===== config.mk =====
export PLATFORM = sky130hd
export DESIGN_NAME = bist_ora
export DESIGN_NICKNAME = d
export VERILOG_FILES = /design/src/rtl/bist_pkg.sv /design/src/rtl/misr_reg.sv /design/src/rtl/bist_ora.sv
export SDC_FILE = /design/constraint.sdc
export NUM_CORES = 1
export LEC_CHECK = 0
export CORE_ASPECT_RATIO = 1.5
export CORE_MARGIN = 4
export CORE_UTILIZATION = 42
export CTS_CLUSTER_DIAMETER = 80
export DETAILED_ROUTE_END_ITERATION = 6
export GPL_ROUTABILITY_DRIVEN = 0
export PLACE_DENSITY = 0.73
export SLEW_MARGIN = 20
export SYNTH_ARGS = -nofsm -noshare
export SYNTH_HDL_FRONTEND = slang
export SYNTH_SLANG_ARGS = --single-unit

===== constraint.sdc =====
create_clock -name clk -period 1.58 [get_ports clk]
set_clock_uncertainty 0.1 [all_clocks]
set_input_delay 0.237 -clock clk [delete_from_list [all_inputs] [get_ports clk]]
set_output_delay 0.237 -clock clk [all_outputs]
set_load 0.1 [all_outputs]

===== src/rtl/bist_pkg.sv =====
// Shared types and defaults for the BIST output response analyzer.
package bist_pkg;

    localparam int unsigned CutRespW = 2;
    localparam logic [7:0] DefPoly = 8'h1D;
    localparam logic [7:0] DefSeed = 8'h00;

    typedef enum logic [1:0] {
        StIdle,
        StCapture,
        StCompare,
        StDone
    } ora_state_t;

endpackage


===== src/rtl/misr_reg.sv =====
// Multiple-input signature register: Galois-style shift with XOR of the parallel response.
module misr_reg
    import bist_pkg::*;
#(
    parameter int unsigned SIG_W = 8,
    parameter int unsigned DATA_W = CutRespW,
    parameter logic [SIG_W-1:0] POLY = SIG_W'(DefPoly),
    parameter logic [SIG_W-1:0] SEED = SIG_W'(DefSeed)
) (
    input  logic              clk,
    input  logic              rst,
    input  logic              load,
    input  logic              shift_en,
    input  logic [DATA_W-1:0] din,
    output logic [SIG_W-1:0]  sig
);

    logic [SIG_W-1:0] sig_d, sig_q;

    always_comb begin
        sig_d = sig_q;
        if (load) begin
            sig_d = SEED;
        end else if (shift_en) begin
            // The shift drops the MSB, which instead selects the feedback polynomial.
            sig_d = {sig_q[SIG_W-2:0], 1'b0}
                  ^ (sig_q[SIG_W-1] ? POLY : '0)
                  ^ {{(SIG_W-DATA_W){1'b0}}, din};
        end
    end

    always_ff @(posedge clk) begin
        if (rst) begin
            sig_q <= SEED;
        end else begin
            sig_q <= sig_d;
        end
    end

    assign sig = sig_q;

endmodule


===== src/rtl/bist_ora.sv =====
// BIST output response analyzer: compresses CUT responses and compares against a golden signature.
// Optional watchdog abort is enabled by defining BIST_ORA_TIMEOUT_EN.
module bist_ora
    import bist_pkg::*;
#(
    parameter int unsigned DATA_W = CutRespW,
    parameter int unsigned SIG_W = 8,
    parameter int unsigned NUM_PATTERNS = 8,
    parameter logic [SIG_W-1:0] POLY = SIG_W'(DefPoly),
    parameter logic [SIG_W-1:0] SEED = SIG_W'(DefSeed),
    parameter logic [SIG_W-1:0] GOLDEN_SIG = SIG_W'(8'h47),
    parameter int unsigned TIMEOUT = 16,
    localparam int unsigned CntW = $clog2(NUM_PATTERNS + 1)
) (
    input  logic              clk,
    input  logic              rst,
    input  logic              start,
    input  logic              data_valid,
    input  logic [DATA_W-1:0] dataIn,
    output logic              busy,
    output logic              done,
    output logic              pass,
    output logic [SIG_W-1:0]  signature,
    output logic [CntW-1:0]   pat_count,
    output logic              timeout
);

    ora_state_t      state_d, state_q;
    logic [CntW-1:0] cnt_d, cnt_q;
    logic            busy_d, busy_q;
    logic            done_d, done_q;
    logic            pass_d, pass_q;
    logic            timeout_d, timeout_q;
    logic            misr_load;
    logic            misr_shift;
    logic [SIG_W-1:0] sig;

`ifdef BIST_ORA_TIMEOUT_EN
    localparam int unsigned WdW = $clog2(TIMEOUT + 1);
    logic [WdW-1:0] wd_d, wd_q;
`else
    logic unused_timeout_cfg;
    assign unused_timeout_cfg = ^TIMEOUT;
`endif

    misr_reg #(
        .SIG_W    (SIG_W),
        .DATA_W   (DATA_W),
        .POLY     (POLY),
        .SEED     (SEED)
    ) u_misr (
        .clk      (clk),
        .rst      (rst),
        .load     (misr_load),
        .shift_en (misr_shift),
        .din      (dataIn),
        .sig      (sig)
    );

    always_comb begin
        state_d    = state_q;
        cnt_d      = cnt_q;
        pass_d     = pass_q;
        timeout_d  = timeout_q;
        misr_load  = 1'b0;
        misr_shift = 1'b0;
`ifdef BIST_ORA_TIMEOUT_EN
        wd_d       = wd_q;
`endif
        unique case (state_q)
            StIdle, StDone: begin
                if (start) begin
                    misr_load = 1'b1;
                    cnt_d     = '0;
                    pass_d    = 1'b0;
                    timeout_d = 1'b0;
                    state_d   = StCapture;
`ifdef BIST_ORA_TIMEOUT_EN
                    wd_d      = '0;
`endif
                end
            end
            StCapture: begin
                if (data_valid) begin
                    misr_shift = 1'b1;
                    if (cnt_q < CntW'(NUM_PATTERNS)) begin
                        cnt_d = cnt_q + CntW'(1);
                    end
                    if (cnt_q == CntW'(NUM_PATTERNS - 1)) begin
                        state_d = StCompare;
                    end
`ifdef BIST_ORA_TIMEOUT_EN
                    wd_d = '0;
                end else if (wd_q == WdW'(TIMEOUT - 1)) begin
                    state_d   = StDone;
                    pass_d    = 1'b0;
                    timeout_d = 1'b1;
                end else begin
                    wd_d = wd_q + WdW'(1);
`endif
                end
            end
            StCompare: begin
                pass_d  = (sig == GOLDEN_SIG);
                state_d = StDone;
            end
        endcase

        // Status flags follow the next state so they line up with it after the edge.
        busy_d = (state_d == StCapture) || (state_d == StCompare);
        done_d = (state_d == StDone);
    end

    always_ff @(posedge clk) begin
        if (rst) begin
            state_q   <= StIdle;
            cnt_q     <= '0;
            busy_q    <= 1'b0;
            done_q    <= 1'b0;
            pass_q    <= 1'b0;
            timeout_q <= 1'b0;
`ifdef BIST_ORA_TIMEOUT_EN
            wd_q      <= '0;
`endif
        end else begin
            state_q   <= state_d;
            cnt_q     <= cnt_d;
            busy_q    <= busy_d;
            done_q    <= done_d;
            pass_q    <= pass_d;
            timeout_q <= timeout_d;
`ifdef BIST_ORA_TIMEOUT_EN
            wd_q      <= wd_d;
`endif
        end
    end

    assign busy      = busy_q;
    assign done      = done_q;
    assign pass      = pass_q;
    assign signature = sig;
    assign pat_count = cnt_q;
    assign timeout   = timeout_q;

endmodule

Yosys cells after proc, flatten, opt, wreduce, memory -nomap -nowiden:

Cells that the tools add are included.

* output and inout port bits: 16
* flip-flop bits (word level): 17
* input port bits: 6

* bitwise gates (word level): 2
* $lt $le $gt $ge: 1
* muxes and demuxes: 15
* add/subtract/negate cells: 1
* equal/unequal tests: 11
* reductions and logical operators: 8

Operators by type and width (number)
* 4-bit 2-to-1 mux: 3
* 2-bit equality test, second input constant: 4
* 8-bit by 7-bit equality test with 1-bit output, second input constant: 1
* 4-bit case mux with 2 select lines: 1
* 8-bit by 2-bit XOR with 8-bit output: 1
* 8-bit XOR: 1
* 2-bit 2-to-1 mux: 3
* 2-bit != test, second input constant: 3
* 2-bit case mux with 3 select lines: 1
* 1-bit 2-to-1 mux: 5
* 5-bit 2-to-1 mux: 1
* 4-bit by 1-bit adder with 4-bit output, second input constant: 1
* 2-bit by 1-bit equality test with 1-bit output, second input constant: 2
* 4-bit by 3-bit equality test with 1-bit output, second input constant: 1
* 4-bit less-than comparator, second input constant: 1
* 4-bit AND reduction: 1
* 2-bit nonzero test: 2
* 2-bit OR reduction: 2
* 2-bit zero test: 1
* 1-bit case mux with 2 select lines: 1
* 2-bit AND reduction: 1
* 1-bit logical OR: 1

Logic depth before layout (Yosys ltp):

Gate-level depths: netlist (run 1).

* depth in word-level cells: 6
* depth in mapped cells: 8
* gate-level depth less buffers: 7

Cells and area by module:

From an unflattened synthesis (run 1), not the netlist that was laid out.

* cells, all modules: 88
* area total of the unflattened synthesis: 858.3 um^2

By module, submodules not included
* bist_ora: seq. area each 180.2 um^2, cells an instance 55, area each 495.5 um^2, instances 1
* misr_reg: seq. area each 160.2 um^2, cells an instance 33, area each 362.8 um^2, instances 1

Worst setup path after synthesis (run 1):

No wires, ideal clock.

* path type: reg2reg
* from: register cnt_q[0] (netlist: pat_count[0])
* to: register busy_q (netlist: busy)
* data required time: 1.366 ns
* arrival time: 2.014 ns
* setup slack: -0.647 ns
* stages on the path, launching flop included: 7
* library setup time: 0.114 ns
* cells stage by stage: dfxtp_1 -> ha_1 -> and3b_1 -> a21oi_1 -> o2bb2ai_1 -> ha_1 -> nor2b_1

* word-level cells in the longest chain between the ends: 6

RTL lines
* start: declaration: line bist_ora.sv:29 `logic [CntW-1:0] cnt_d, cnt_q;`
* start signal: assignment: line bist_ora.sv:127 `cnt_q <= cnt_d;`
* 4-bit by 3-bit equality test with 1-bit output *: line bist_ora.sv:89 `if (cnt_q == CntW'(NUM_PATTERNS - 1)) begin`
* 2-bit 2-to-1 mux *: line bist_ora.sv:89
* 2-bit 2-to-1 mux *: line bist_ora.sv:84 `if (data_valid) begin`
* 2-bit case mux with 3 select lines *: line bist_ora.sv:70 `unique case (state_q)`
* named net state_d[1]: line bist_ora.sv:28 `ora_state_t state_d, state_q;`
* 2-bit by 1-bit equality test with 1-bit output or 2-bit equality test (tied branches): line bist_ora.sv:110 `busy_d = (state_d == StCapture) || (state_d == StCompare);`
* 1-bit logical OR *: line bist_ora.sv:110
* named net busy_d: line bist_ora.sv:30 `logic busy_d, busy_q;`
* end signal: assignment: line bist_ora.sv:128 `busy_q <= busy_d;`
* end: declaration: line bist_ora.sv:30

Mark *: on every way through the listed nets, which the timed path passes. The rest lies on a longest branch.
A chain may end at the register's enable or synchronous reset.

Worst setup path after layout (run 1):

* from: register state_q[0]
* to: register busy_q (netlist: busy)

* word-level cells in the longest chain between the ends: 5

RTL lines
* start: declaration: line bist_ora.sv:28
* start signal: assignment: line bist_ora.sv:116 `state_q <= StIdle;`
* start signal: assignment: line bist_ora.sv:126 `state_q <= state_d;`
* 2-bit equality test, or another cell as far along: line bist_ora.sv:70
* 2-bit OR reduction or 2-bit 2-to-1 mux (tied branches): line bist_ora.sv:70, bist_ora.sv:84
* 2-bit case mux with 3 select lines *: line bist_ora.sv:70
* 2-bit by 1-bit equality test with 1-bit output or 2-bit equality test (tied branches): line bist_ora.sv:110
* 1-bit logical OR *: line bist_ora.sv:110
* named net busy_d: line bist_ora.sv:30

Marked as above.

==> results of run 1 <==
## per-stage QoR
stage	power [mW]	area, um2
6_report	1.098	1408
5_1_grt	1.154	1408
4_1_cts	1.090	1379
3_5_place_dp	0.8396	1320
3_3_place_gp	0.8331	1320
2_1_floorplan	0.6995	890.9
## placed cells by master, fill, tap and decap left out, types with 2 or more instances in the layout
master	Yosys	final
ha_4	0	2
a211oi_1	5	5
buf_4	2	12
dfxtp_1	17	5
nand3_1	3	3
nand2_1	11	11
nor2b_1	3	3
buf_12	0	15
clkdlybuf4s50_1	0	5
xnor2_1	7	7
nor2_1	10	10
dfxtp_2	0	6
inv_1	4	3
a21oi_1	5	4
a21oi_2	2	2
nand2b_1	4	3
dfxtp_4	0	6
clkbuf_4	0	3
## sequential cells by signal, summed over array words and instances, names as in the netlist
name,cells
busy,1
done,1
pass,1
pat_count,4
state_q,2
u_misr.sig,8
## timing repair
action                     CTS  global route
pin swaps                    3             3
resized for setup            9             5
setup endpoints to repair    4             4
setup buffers                0             0
## worst register-to-register path: stages, from the launching register on
cell,delay (ns)
dfxtp_2,0.36
inv_2,0.05
ha_4,0.34
nand2b_4,0.07
o22ai_2,0.11
nand2_1,0.08
ha_1,0.28
nor2b_1,0.12
## area by class of cell
class | instances | area, um2
Fill cell | 123 | 446.7
Clock buffer | 4 | 26.28
Sequential cell | 17 | 370.4
Multi-Input combinational cell | 68 | 529.3
Timing Repair Buffer | 32 | 440.4
Tap cell | 21 | 26.28
Inverter | 4 | 15.01
## cell families (layout without fill, tap and decap cells)
logic type / count (synthesis) / in the layout
compound gates: 19 / 19
simple gates: 35 / 35
xor+xnor: 7 / 7
buf+inv: 9 / 40
other cells: 1 / 1
mux: 2 / 2
flops: 17 / 17
fa+ha+maj: 4 / 4
## how the worst max path moves through the flow
stage	to	cells after the start	slack (ns)
after floorplan	busy	6	-0.07
after global placement	busy	6	-0.08
after detailed placement	busy	6	-0.11
after CTS	busy	7	-0.008
after global routing	busy	7	-0.11
final	busy	7	-0.03
## cell usage after synthesis
master     number
ha_1            4
buf_4           2
o21ai_0         1
conb_1          1
nand3_1         3
a211o_1         1
inv_1           4
and2_1          2
and4bb_1        1
o2bb2ai_1       1
a211oi_2        1
a21oi_2         2
and3b_1         1
a211oi_1        5
a21oi_1         5
dfxtp_1        17
nor2b_1         3
buf_6           1
xnor2_1         7
clkbuf_1        1
nand2_1        11
buf_2           1
nand2b_1        4
o22ai_1         1
nor2_1         10
a41oi_1         1
mux2i_1         2
o21bai_1        1
## per-layer routing
metal | GRT usage [%] | vias up | routed length [um]
li1 | - | 382 | -
met3 | 3.458 | 8 | 90
met2 | 27.01 | 20 | 1056
met1 | 17.46 | 355 | 802
met4 | 9.434 | 0 | 76
met5 | 0 | - | 0
## power groups by stage
stage	clock network [mW]	registers [mW]	logic, mW
6_report	0.235	0.465	0.398
3_3_place_gp	0	0.475	0.359
5_1_grt	0.264	0.467	0.423
3_5_place_dp	0	0.475	0.365
4_1_cts	0.241	0.465	0.384
2_1_floorplan	0	0.580	0.120
==> reports/summary.txt, run 1 <==
largest family of logic cells by synthesized area: simple AND/OR/NAND/NOR gates
Tot GR Track Use: 16.03%
Setup WS pre-CTS: -0.1102 ns
initial core utilization: 45.01%
Final ANT Viol Nets: 0
CTS Hold Bufs: 0
Max Cap Viol: 0
RSZ-0062 raised after global routing: yes
sequential share of power: 42.3%
Hold Crit Start: u_misr.sig[6]
slowest CP cell: dfxtp_2
Buf/Inv on CP: 1
vias in the first global route: 757
Area growth syn-to-layout: 68.67%
I/O pin cnt: 22
failing checks: setup timing
Adder-Cell Fraction of Synth Area: 5.997%
Tmin final: 1.608 ns
Fmax: 622.1 MHz
worst hold slack: 0.4117 ns
Yosys cell types: 28
Cell Area, Synth: 834.6 um2
CTS tree: yes
final-report hold violation count: 0
# H-tree levels: 1
CP Data Required Time: 1.68 ns
Setup violations, final: 1
Setup crit start: state_q[0]
mux cell area share after synthesis: 2.399%
wire per inst: 13.88 um
crit-path cells: inv_2 > ha_4 > nand2b_4 > o22ai_2 > nand2_1 > ha_1 > nor2b_1
setup tns final: -0.02750 ns
Crit. End Element: register
Reg clk slew, reported paths: 0.10 ns
Hold Path End: u_misr.sig[6]
status: complete, but fails checks
Sw Pwr: 391.7 uW
Hold Path Class: reg2reg
post-route clock period utilization: 101.7%
Final WS setup: -0.02750 ns
share of the synthesized area in the top cell type: 40.78%
clock network power share: 21.4%
synth top area cells: dfxtp_1, xnor2_1, ha_1, nand2_1, a211oi_1
Crit Path Class: reg2reg
Core Box Area: 0.001854 mm2
hold-critical path depth: 2
Clk Tree Root Cell: clkbuf_4
Comb pwr share: 36.3%
Reg2Reg Setup Slack: -0.03 ns
Nets: 136
post-route core utilization: 75.91%
layout cells sized above 1: 45.60%
Reg-to-Reg End: busy
worst path arrival time: 1.70 ns
Leakage: 0.5159 nW
Reg2Reg Depth: 7
Synth Instances: 94
total wire length: 2026 um
Final Max Tran Viols: 0
via count of the routed design: 765
DRT iter0 DRCs: 18
first-pass GRT wire length: 3415 um
cell family with most CP delay: adder cells
antenna violations before repair: 0
# placed instances: 142
Yosys reg bits: 17
DIE AREA: 0.002779 mm2
GRT Residual Overflow: 0
HPWL after DPL: 1554 um
post-synthesis sequential area ratio: 40.78%
1st-pass router iterations: 3
CTS Buf Count: 3
Worst R2R Start: state_q[0]
Die Y: 62.60 um
Synth Area in XOR/XNOR: 7.346%
Die Wd: 44.40 um
internal power: 706.5 uW
largest net degree at the start of global routing: 14
simple-gate share of the synthesized area: 20.54%
Final Non-Filler Cells: 146
clk buf depth: 2
Worst-Skew Late Latency: 0.29 ns
Syn. warnings: 0
PD cells: 780.2 mW/mm2
post-synthesis net count: 104
clock tree sinks: 17
ANT cells: 0
# DRC: 0
I/O Buffers: 20
VDD IR max: 0.5939 mV
top cell type by total area after synthesis: dfxtp_1
slowest stage delay, CP: 0.36 ns
post-synthesis compound-gate area fraction: 16.49%
Core Rows: 19
average cell area after synthesis: 8.878 um2
Net Sw Frac: 35.67%
CP max FO: 7
Startpoint Class: register
post-DR vias/cell: 5.240
Note: power is estimated with default switching activity, not from simulation.
==> inputs of run 2 (changes only) <==
==> constraint.sdc (replaced) <==
create_clock -name clk -period 1.58 [get_ports clk]
set_clock_uncertainty 0.1 [all_clocks]
set_input_delay 0.237 -clock clk [delete_from_list [all_inputs] [get_ports clk]]
set_output_delay 0.237 -clock clk [all_outputs]
set_load 0.01 [all_outputs]
==> run 2 against run 1 <==
  * The run still ends with setup timing left
  * Routed wire length fell by 2.3%
  * Power fell by 13%
  * Final area fell by 7.7%
  * Sequential share of layout area rose by 0.86 points
  * Die area did not move
  * Core utilization fell by 5.9 points
  * Sequential cell count did not move
  * Highest routed layer unchanged
==> reports/summary.txt, run 2 (synthesis results as in run 1) <==
ANT cells: 0
Core Box Area: 0.001854 mm2
GRT Residual Overflow: 0
Tot GR Track Use: 15.58%
wire per inst: 13.47 um
failing checks: setup timing
largest net degree at the start of global routing: 14
Buf/Inv on CP: 0
I/O Buffers: 20
Final ANT Viol Nets: 0
Final WS setup: -0.01597 ns
CTS tree: yes
Reg2Reg Setup Slack: -0.02 ns
worst path arrival time: 1.69 ns
CP max FO: 2
max FFs per register: 8
CP Data Required Time: 1.67 ns
DRT iter0 DRCs: 17
HPWL after DPL: 1452 um
Startpoint Class: register
total wire length: 1980 um
Sw Pwr: 272.7 uW
antenna violations before repair: 0
1st-pass router iterations: 7
Crit Path Class: reg2reg
I/O pin cnt: 22
final-report hold violation count: 0
crit-path cells: ha_1 > and3b_2 > nand2_1 > nand3_1 > nand2_2 > ha_4 > nor2b_1
Core Rows: 19
Die Wd: 44.40 um
VDD IR max: 0.6092 mV
post-DR vias/cell: 5.197
Die Y: 62.60 um
Max Cap Viol: 0
Reg clk slew, reported paths: 0.09 ns
internal power: 687.6 uW
PD cells: 739.4 mW/mm2
layout cells sized above 1: 34.13%
sequential share of power: 47.9%
Power Total: 960.3 uW
DIE AREA: 0.002779 mm2
slowest CP cell: dfxtp_1
Hold Path Class: reg2reg
Setup violations, final: 1
initial core utilization: 45.01%
Area growth syn-to-layout: 55.62%
status: complete, but fails checks
Final Max Tran Viols: 0
Tmin final: 1.596 ns
post-route clock period utilization: 101.0%
vias in the first global route: 758
Net Sw Frac: 28.39%
Setup crit end: busy
RSZ-0062 raised after global routing: yes
clock network power share: 23.4%
Worst R2R Start: pat_count[0]
Worst path depth: 7
Worst-Skew Late Latency: 0.28 ns
clk buf depth: 2
slowest stage delay, CP: 0.32 ns
Comb pwr share: 28.8%
via count of the routed design: 764
Reg2Reg Depth: 7
CTS Buf Count: 3
post-route core utilization: 70.04%
Crit. End Element: register
Leakage: 0.5207 nW
# H-tree levels: 1
Clk Tree Root Cell: clkbuf_4
cell family with most CP delay: simple AND/OR/NAND/NOR gates
most common cell after layout, fill and taps aside: clkdlybuf4s50_1
first-pass GRT wire length: 3208 um
# DRC: 0
clock tree sinks: 17
Fmax: 626.6 MHz
commonest non-fill, non-tap cells in the layout: clkdlybuf4s50_1, buf_4, nand2_1, nor2_1, dfxtp_1
Setup crit start: pat_count[0]
Nets: 137
Reg-to-Reg End: busy
-- run 2: cell types whose count changed in the layout (fill, tap and decap cells not counted), moves of 2 or more --
| cell | before | now |
|---|---|---|
| buf_12 | 15 | 0 |
| dfxtp_1 | 5 | 9 |
| dlymetal6s2s_1 | 0 | 2 |
| clkdlybuf4s50_1 | 5 | 13 |
| dlygate4sd2_1 | 0 | 5 |
| dfxtp_4 | 6 | 1 |
-- run 2: metal layers --
metal  share of wire, %  global-route usage, %  wire length [um]  vias up
met2                 56                  28.83              1112       16
met3                3.3                  2.594                66        4
met1                 39                  15.55               771      363
met4                1.5                  7.925                30        0
li1                   -                      -                 -      381
met5                  0                      0                 0        -
-- run 2: layout make-up --
cell class | instances | area [um2]
Clock buffer | 4 | 26.28
Fill cell | 152 | 555.5
Inverter | 4 | 15.01
Multi-Input combinational cell | 68 | 578.1
Sequential cell | 17 | 352.8
Tap cell | 21 | 26.28
Timing Repair Buffer | 33 | 300.3
-- run 2: stage by stage --
stage / hold WS, ns / setup TNS, ns / cells / instance area (um2) / setup slack [ns]
floorplan: 0.1994 / 0 / 94 / 863.3 / 0.000006217
global placement: 0.3678 / -0.1474 / 140 / 1124 / -0.1064
detailed placement: 0.3696 / -0.3207 / 140 / 1124 / -0.1472
CTS: 0.3838 / -0.01077 / 147 / 1222 / -0.008474
global route: 0.4026 / -0.2276 / 147 / 1299 / -0.05472
finish: 0.3687 / -0.01597 / 147 / 1299 / -0.01597
-- run 2: repair_timing --
item | CTS | global route
setup buffers | 3 | 0
resized for setup | 18 | 17
hold buffers | 0 | 0
setup endpoints to repair | 12 | 12
pin swaps | 6 | 7
-- run 2: power groups by stage --
stage	Sequential, mW	Combinational, mW	Clock (mW)
after floorplan	0.479	0.113	0
after global placement	0.470	0.208	0
after detailed placement	0.471	0.213	0
after CTS	0.460	0.246	0.232
after global routing	0.463	0.299	0.254
final	0.460	0.276	0.224
-- run 2: worst min path at each step --
stage | slack, ns | to | cells past startpoint | startpoint
2_1_floorplan | 0.20 | pass | 1 | rst
3_3_place_gp | 0.37 | pass | 2 | pass
3_5_place_dp | 0.37 | pass | 2 | pass
4_1_cts | 0.38 | pass | 2 | pass
5_1_grt | 0.40 | u_misr.sig[6] | 2 | u_misr.sig[5]
6_report | 0.37 | u_misr.sig[6] | 2 | u_misr.sig[5]
-- run 2: worst reg2reg max path, cell delays in order (launching register included) --
cell,delay [ns]
dfxtp_1,0.32
ha_1,0.22
and3b_2,0.25
nand2_1,0.07
nand3_1,0.12
nand2_2,0.10
ha_4,0.19
nor2b_1,0.12
==> inputs of run 3 (changes only) <==
--- a/config.mk
+++ b/config.mk
@@ -8,9 +8,11 @@
 export CORE_ASPECT_RATIO = 1.5
 export CORE_MARGIN = 4
 export CORE_UTILIZATION = 42
+export CTS_BUF_LIST = sky130_fd_sc_hd__clkbuf_4 sky130_fd_sc_hd__clkbuf_8 sky130_fd_sc_hd__clkbuf_16
 export CTS_CLUSTER_DIAMETER = 80
 export DETAILED_ROUTE_END_ITERATION = 6
 export GPL_ROUTABILITY_DRIVEN = 0
+export HOLD_SLACK_MARGIN = 0.03
 export PLACE_DENSITY = 0.73
 export SLEW_MARGIN = 20
 export SYNTH_ARGS = -nofsm -noshare
==> run 3 against run 2 <==
  * The flow now finishes without violations
  * Register-to-register slack improved by 0.02 ns
  * Critical path depth fell by 1
  * Global-route usage fell by 0.056 points
  * Final cell count fell by 0.68%
  * First-iteration DRC count fell by 5.9%
  * Count of clock-buffer cells in the layout did not move
  * Clock power rose by 8%
==> reports/summary.txt, run 3 (synthesis results as in run 1) <==
Worst-Skew Late Latency: 0.28 ns
# H-tree levels: 1
Hold Crit Start: u_misr.sig[5]
Crit Path Class: reg2reg
via count of the routed design: 754
status: complete, no violations
Startpoint Class: register
worst hold slack: 0.3700 ns
max FFs per register: 8
Reg2Reg Depth: 6
Reg clk slew, reported paths: 0.09 ns
CP max FO: 6
RSZ-0062 raised after global routing: yes
CTS tree: yes
Reg-to-Reg End: busy
Final Max Tran Viols: 0
Reg2Reg Setup Slack: 0.005 ns
filler cell count: 159
Finished Cell Area: 0.001270 mm2
Core Rows: 19
1st-pass router iterations: 4
Die Wd: 44.40 um
Worst R2R Start: state_q[0]
Tot GR Track Use: 15.53%
Hold Path Class: reg2reg
Final ANT Viol Nets: 0
Tmin final: 1.575 ns
clock tree sinks: 17
PD cells: 763.4 mW/mm2
most common cell after layout, fill and taps aside: clkdlybuf4s50_1
FF/Latch Area: 352.8 um2
post-route core utilization: 68.49%
Die Y: 62.60 um
DRT iter0 DRCs: 16
largest net degree at the start of global routing: 14
HPWL after DPL: 1452 um
Power Total: 969.5 uW
initial core utilization: 45.01%
total wire length: 1951 um
CTS Buf Count: 3
worst path arrival time: 1.66 ns
Setup violations, final: 0
CP Data Required Time: 1.67 ns
Post-Place Cell Area: 0.001124 mm2
Fmax: 634.9 MHz
layout cells sized above 1: 32.80%
VDD IR max: 0.6030 mV
Nets: 136
I/O Buffers: 20
Core Box Area: 0.001854 mm2
post-DR vias/cell: 5.164
Max Cap Viol: 0
wire per inst: 13.36 um
post-route clock period utilization: 99.69%
DIE AREA: 0.002779 mm2
ANT cells: 0
commonest non-fill, non-tap cells in the layout: clkdlybuf4s50_1, buf_4, nand2_1, nor2_1, dfxtp_1
CTS Hold Bufs: 0
antenna violations before repair: 0
I/O pin cnt: 22
vias in the first global route: 757
# DRC: 0
Multi-input gate area: 556.8 um2
Crit. End Element: register
GRT Residual Overflow: 0
hold-critical path depth: 2
Area growth syn-to-layout: 52.17%
Clk Tree Root Cell: clkbuf_4
final-report hold violation count: 0
Hold Path End: u_misr.sig[6]
clk buf depth: 2
first-pass GRT wire length: 3208 um
Leakage: 0.5133 nW
-- run 3: report_power, final --
group	switching [mW]	total [mW]	internal (mW)
Combinational	0.129	0.268	0.139
Clock	0.126	0.241	0.115
Sequential	0.0137	0.460	0.446
Total	0.269	0.969	0.701
-- run 3: through the flow --
step	instances	setup TNS (ns)	setup WS, ns
after global placement	140	-0.1474	-0.1064
after detailed placement	140	-0.3207	-0.1472
after floorplan	94	0	0.000006217
final	146	0	0.004967
after CTS	147	-0.01028	-0.007981
after global routing	146	-0.2012	-0.05911
-- run 3: how the worst max path moves through the flow --
stage | from | to | slack, ns | cells past startpoint
6_report | state_q[0] | busy | 0.005 | 6
3_5_place_dp | start | busy | -0.15 | 6
3_3_place_gp | start | busy | -0.11 | 6
4_1_cts | state_q[0] | busy | -0.008 | 7
2_1_floorplan | state_q[1] | busy | 0.000006 | 8
5_1_grt | state_q[0] | busy | -0.06 | 6
-- run 3: worst max-delay path, cell delays in order (launching register included) --
cell	delay, ns
dfxtp_2	0.35
inv_2	0.05
ha_4	0.28
buf_4	0.15
o2bb2ai_2	0.20
ha_4	0.23
nor2b_1	0.12
-- run 3: metal layers --
| layer | track usage, % | vias to the layer above | share of wire, % |
|---|---|---|---|
| li1 | - | 378 | - |
| met1 | 15.55 | 354 | 38 |
| met2 | 28.65 | 17 | 56 |
| met3 | 2.594 | 5 | 3.1 |
| met4 | 7.925 | 0 | 2.3 |
| met5 | 0 | - | 0 |
-- run 3: final cells by class --
type / count / area share, %
Timing Repair Buffer: 32 / 22.76
Sequential cell: 17 / 27.78
Inverter: 4 / 1.182
Clock buffer: 4 / 2.365
Multi-Input combinational cell: 68 / 43.84
Tap cell: 21 / 2.069
-- run 3: timing repair --
item | CTS | global route
hold endpoints to repair | 0 | 0
gates cloned | 0 | 0
buffers inserted | 3 | 0
setup endpoints to repair | 12 | 14
pin swaps | 6 | 9
gates resized for setup | 17 | 13
